$ cat config.mk
export PLATFORM = sky130hd
export DESIGN_NAME = regfl_mp
export DESIGN_NICKNAME = d
export VERILOG_FILES = /design/src/rtl/regfl_mp.sv
export SDC_FILE = /design/constraint.sdc
export NUM_CORES = 1
export LEC_CHECK = 0
export CAP_MARGIN = 20
export CORE_MARGIN = 3
export CORE_UTILIZATION = 55
export DETAILED_ROUTE_END_ITERATION = 7
export PLACE_DENSITY = 0.79
export RECOVER_POWER = 50
export SKIP_CTS_REPAIR_TIMING = 1
export SYNTH_ARGS = -nofsm -noshare
export SYNTH_HDL_FRONTEND = slang
export SYNTH_SLANG_ARGS = --single-unit
$ cat constraint.sdc
create_clock -name clk -period 4.05 [get_ports clk]
set_input_delay 0.81 -clock clk [delete_from_list [all_inputs] [get_ports clk]]
set_output_delay 0.81 -clock clk [all_outputs]
set_load 0.03 [all_outputs]
$ cat src/rtl/regfl_mp.sv
// regfl_mp: parametrised register file with one write port and two registered read ports.
// Each read port has write-to-read bypass and returns a per-entry valid flag. A clear-all
// sweep zeroes one entry per cycle while busy is high.
//
// Ports:
//   clk, rst              clock and synchronous active-high reset
//   wr_e/wr_addr/wr_data  write port (dropped when out of range, during a sweep, or with clr_req)
//   rd_addr0/1            read addresses, sampled every edge
//   rd_data0/1, rd_vld0/1 registered read data and entry-valid flags
//   clr_req               starts a clear sweep from idle
//   busy                  high while the sweep is running
module regfl_mp #(
  parameter int unsigned WIDTH = 8,
  parameter int unsigned DEPTH = 4,
  parameter int unsigned AW    = $clog2(DEPTH)
) (
  input  logic             clk,
  input  logic             rst,
  input  logic             wr_e,
  input  logic [AW-1:0]    wr_addr,
  input  logic [WIDTH-1:0] wr_data,
  input  logic [AW-1:0]    rd_addr0,
  output logic [WIDTH-1:0] rd_data0,
  output logic             rd_vld0,
  input  logic [AW-1:0]    rd_addr1,
  output logic [WIDTH-1:0] rd_data1,
  output logic             rd_vld1,
  input  logic             clr_req,
  output logic             busy
);

  // Extra bit so DEPTH itself is representable when DEPTH is a power of two.
  localparam logic [AW:0]   DepthW  = (AW + 1)'(DEPTH);
  localparam logic [AW-1:0] LastIdx = AW'(DEPTH - 1);

  typedef enum logic {StIdle, StClear} state_e;

  state_e           state_q, state_d;
  logic [AW-1:0]    clr_cnt_q, clr_cnt_d;
  logic [WIDTH-1:0] mem_q [DEPTH];
  logic [DEPTH-1:0] valid_q;

  logic [WIDTH-1:0] rd_data0_q, rd_data0_d;
  logic [WIDTH-1:0] rd_data1_q, rd_data1_d;
  logic             rd_vld0_q, rd_vld0_d;
  logic             rd_vld1_q, rd_vld1_d;

  logic wr_in_range, rd0_in_range, rd1_in_range;
  logic wr_ok;
  logic clearing;

  assign wr_in_range  = {1'b0, wr_addr} < DepthW;
  assign rd0_in_range = {1'b0, rd_addr0} < DepthW;
  assign rd1_in_range = {1'b0, rd_addr1} < DepthW;

  assign clearing = (state_q == StClear);
  // clr_req wins over a simultaneous write.
  assign wr_ok    = (state_q == StIdle) && wr_e && !clr_req && wr_in_range;

  // Next-state logic for the clear sequencer.
  always_comb begin
    state_d   = state_q;
    clr_cnt_d = clr_cnt_q;
    unique case (state_q)
      StIdle: begin
        if (clr_req) begin
          state_d   = StClear;
          clr_cnt_d = '0;
        end
      end
      StClear: begin
        if (clr_cnt_q == LastIdx) begin
          state_d   = StIdle;
          clr_cnt_d = '0;
        end else begin
          clr_cnt_d = clr_cnt_q + AW'(1);
        end
      end
      default: begin
        state_d   = StIdle;
        clr_cnt_d = '0;
      end
    endcase
  end

  // Read port 0: bypass beats the array; out-of-range reads return zero/invalid.
  always_comb begin
    rd_data0_d = '0;
    rd_vld0_d  = 1'b0;
    if (wr_ok && (wr_addr == rd_addr0)) begin
      rd_data0_d = wr_data;
      rd_vld0_d  = 1'b1;
    end else if (rd0_in_range) begin
      rd_data0_d = mem_q[rd_addr0];
      rd_vld0_d  = valid_q[rd_addr0];
    end
  end

  // Read port 1: same behaviour as port 0.
  always_comb begin
    rd_data1_d = '0;
    rd_vld1_d  = 1'b0;
    if (wr_ok && (wr_addr == rd_addr1)) begin
      rd_data1_d = wr_data;
      rd_vld1_d  = 1'b1;
    end else if (rd1_in_range) begin
      rd_data1_d = mem_q[rd_addr1];
      rd_vld1_d  = valid_q[rd_addr1];
    end
  end

  always_ff @(posedge clk) begin
    if (rst) begin
      state_q    <= StIdle;
      clr_cnt_q  <= '0;
      valid_q    <= '0;
      rd_data0_q <= '0;
      rd_data1_q <= '0;
      rd_vld0_q  <= 1'b0;
      rd_vld1_q  <= 1'b0;
      for (int i = 0; i < int'(DEPTH); i++) begin
        mem_q[i] <= '0;
      end
    end else begin
      state_q    <= state_d;
      clr_cnt_q  <= clr_cnt_d;
      rd_data0_q <= rd_data0_d;
      rd_data1_q <= rd_data1_d;
      rd_vld0_q  <= rd_vld0_d;
      rd_vld1_q  <= rd_vld1_d;
      // Writes only happen in idle and clears only in the sweep, so these never collide.
      if (wr_ok) begin
        mem_q[wr_addr]   <= wr_data;
        valid_q[wr_addr] <= 1'b1;
      end
      if (clearing) begin
        mem_q[clr_cnt_q]   <= '0;
        valid_q[clr_cnt_q] <= 1'b0;
      end
    end
  end

  assign rd_data0 = rd_data0_q;
  assign rd_data1 = rd_data1_q;
  assign rd_vld0  = rd_vld0_q;
  assign rd_vld1  = rd_vld1_q;
  assign busy     = clearing;

endmodule

==> results.tsv <==
metric	value	unit
drt_iter0_drc	145	
gp_congestion	0.834	
cts_buffers	9	
power.density	408	mW/mm2
drive_gt1_frac	0.199	
grt_setup_unrepaired	no	
hpwlAfterDp	4180	um
layout_min_cycle_time	3.11	ns
stdcell_count	341	
setup_viol	0	
crit_chain	dlygate4sd3_1 > nor4b_1 > nor2_1 > o21ai_0 > clkbuf_2	
dieHeight	80.3	um
crit_type	in -> reg	
crit_path_max_incr_delay	0.71	ns
dp.cells	323	
grt_pass1_wl	9680	um
vias_per_cell	5.51	
required	4.09	ns
drv_slew	0	
end_kind	flop	
htreeDepth	3	
synth_cell_types	31	
clkTransAtPathRegs	0.06	ns
cp_slowest_cell	nor4b_1	
synth_top_area_frac	0.317	
io_buffer_count	36	
start_util	0.583	
synth_common_cells	dfxtp_1 (35), edfxtp_1 (32), nor3_1 (24), inv_1 (20), mux4_2 (18)	
syn_inst	232	
num_antenna_cells	0	
io_pins	37	
ant_nets	0	
dr.pass1.iters	4	
fin_total_pwr	1.46	mW
die_x	80.3	um
irDropWorstVdd	220	uV
fmax	0.321	GHz
dpl_cell_area	0.00340	mm2
critPathLaunchType	input pin	
ys_seq_area_frac	0.548	
route.detailed.drc	0	
tightestPinTransition	0.870	ns
hold_path.class	reg -> reg	
syn_to_final_growth	17.8	%
first_global_vias	1882	
cap_violations	0	
ys.flop_type	dfxtp_1	
yosysMostFrequentCell	dfxtp_1	
p_leak	1.46	nW
gr-total-overflow	0	
critPathArrivalTime	3.16	ns
grtUsageTotal	0.210	
setup_tns	0	ns
synth-async-reset-ratio	0	
rows	26	
yosysWarnings	0	
vias	1878	
period_share	0.769	
synth-seq-cells	67	
crit_path_max_fanout	8	
core_area	0.00520	mm2
design_area	0.00357	mm2
grt_start_max_net_pins	24	
design.die.area	0.00644	mm2
nets	288	
insertion_delay	0.34	ns
synth_edf_count	32	
finalHoldViolCount	0	
avgSynthCellArea	13.1	um2
synthTopCellsByArea	edfxtp_1 (32%), dfxtp_1 (23%), mux4_2 (13%)	
synth_area	0.00303	mm2
skew	0.00551	ns
cts_tree	yes	
synth_area_leader_cell	edfxtp_1	
cts.sinks	67	
synth_fp_nets	254	
cts-root-buf	clkbuf_8	
max_slew_margin	0.418	
wl	5890	um
cts.path.max_buffers	2	
status	complete, no violations	
wl_per_cell	17.3	um
antenna_found_initial	0	
-- final cells by class --
type	count	area, um2
clock buffer	14	173
clock inverter	2	8.76
fill	382	1630
inverter	20	75.1
multi-input combinational	130	1200
sequential	67	1660
tap	70	87.6
timing repair buffer	38	370
-- worst paths after layout --
kind / slack [ns] / cells after the start / startpoint / endpoint
worst max register to register: 1.52 / 4 / busy / mem_q[2][4]
worst max-delay path: 0.94 / 5 / clr_req / mem_q[2][4]
worst min register to register: 0.50 / 2 / valid_q[3] / valid_q[3]
worst min-delay path: 0.50 / 2 / valid_q[3] / valid_q[3]
-- worst max-delay path: cells and delay by family --
| kind | cells | cell delay [ns] |
|---|---|---|
| simple gates | 2 | 0.88 |
| compound gates | 1 | 0.52 |
| buf+inv | 2 | 0.95 |
-- metrics by stage --
stage	util	worst slack, ns	hold WS, ns
6_report	0.687	0.936	0.503
3_5_place_dp	0.653	0.733	0.488
5_1_grt	0.687	0.730	0.554
3_3_place_gp	0.653	0.792	0.477
4_1_cts	0.688	1.04	0.503
2_1_floorplan	-	1.59	0.448
-- cell usage in the layout (no fill, tap or decap), drive strengths merged, types with 4 or more instances in the layout --
master         netlist  layout
nor3                24      24
dlygate4sd3          0      14
xnor2                4       4
and2                16      16
dfxtp               35      35
inv                 20      20
edfxtp              32      32
nand2               11      11
mux4                18      18
a211oi               4       4
clkbuf               5      15
nor2                 8       8
mux2                16      16
ha                   4       4
clkdlybuf4s50        0      22
a21oi                6       6
-- routing by layer --
layer / up-vias / part of all wire / global-route usage
met1: 914 / 0.42 / 0.249
met4: 0 / 0.019 / 0.0608
met5: - / 0 / 0
met2: 45 / 0.52 / 0.366
li1: 910 / - / -
met3: 9 / 0.042 / 0.0673
-- kinds of logic after synthesis --
logic type	count (synthesis)	synth area share
adder cells (fa/ha/maj)	4	0.0165
buffers and inverters	35	0.0515
multiplexers	34	0.193
XOR/XNOR	4	0.0115
AND/OR/NAND/NOR	71	0.140
flip-flops	67	0.548
AO/OA/AOI/OAI	17	0.0396
-- power breakdown --
group          switching (mW)  internal (mW)  total [mW]
logic                  0.0964         0.0891       0.185
clock network           0.232          0.270       0.502
registers              0.0221          0.749       0.771
total                   0.351           1.11        1.46
Note: power is estimated with default switching activity, not from simulation.
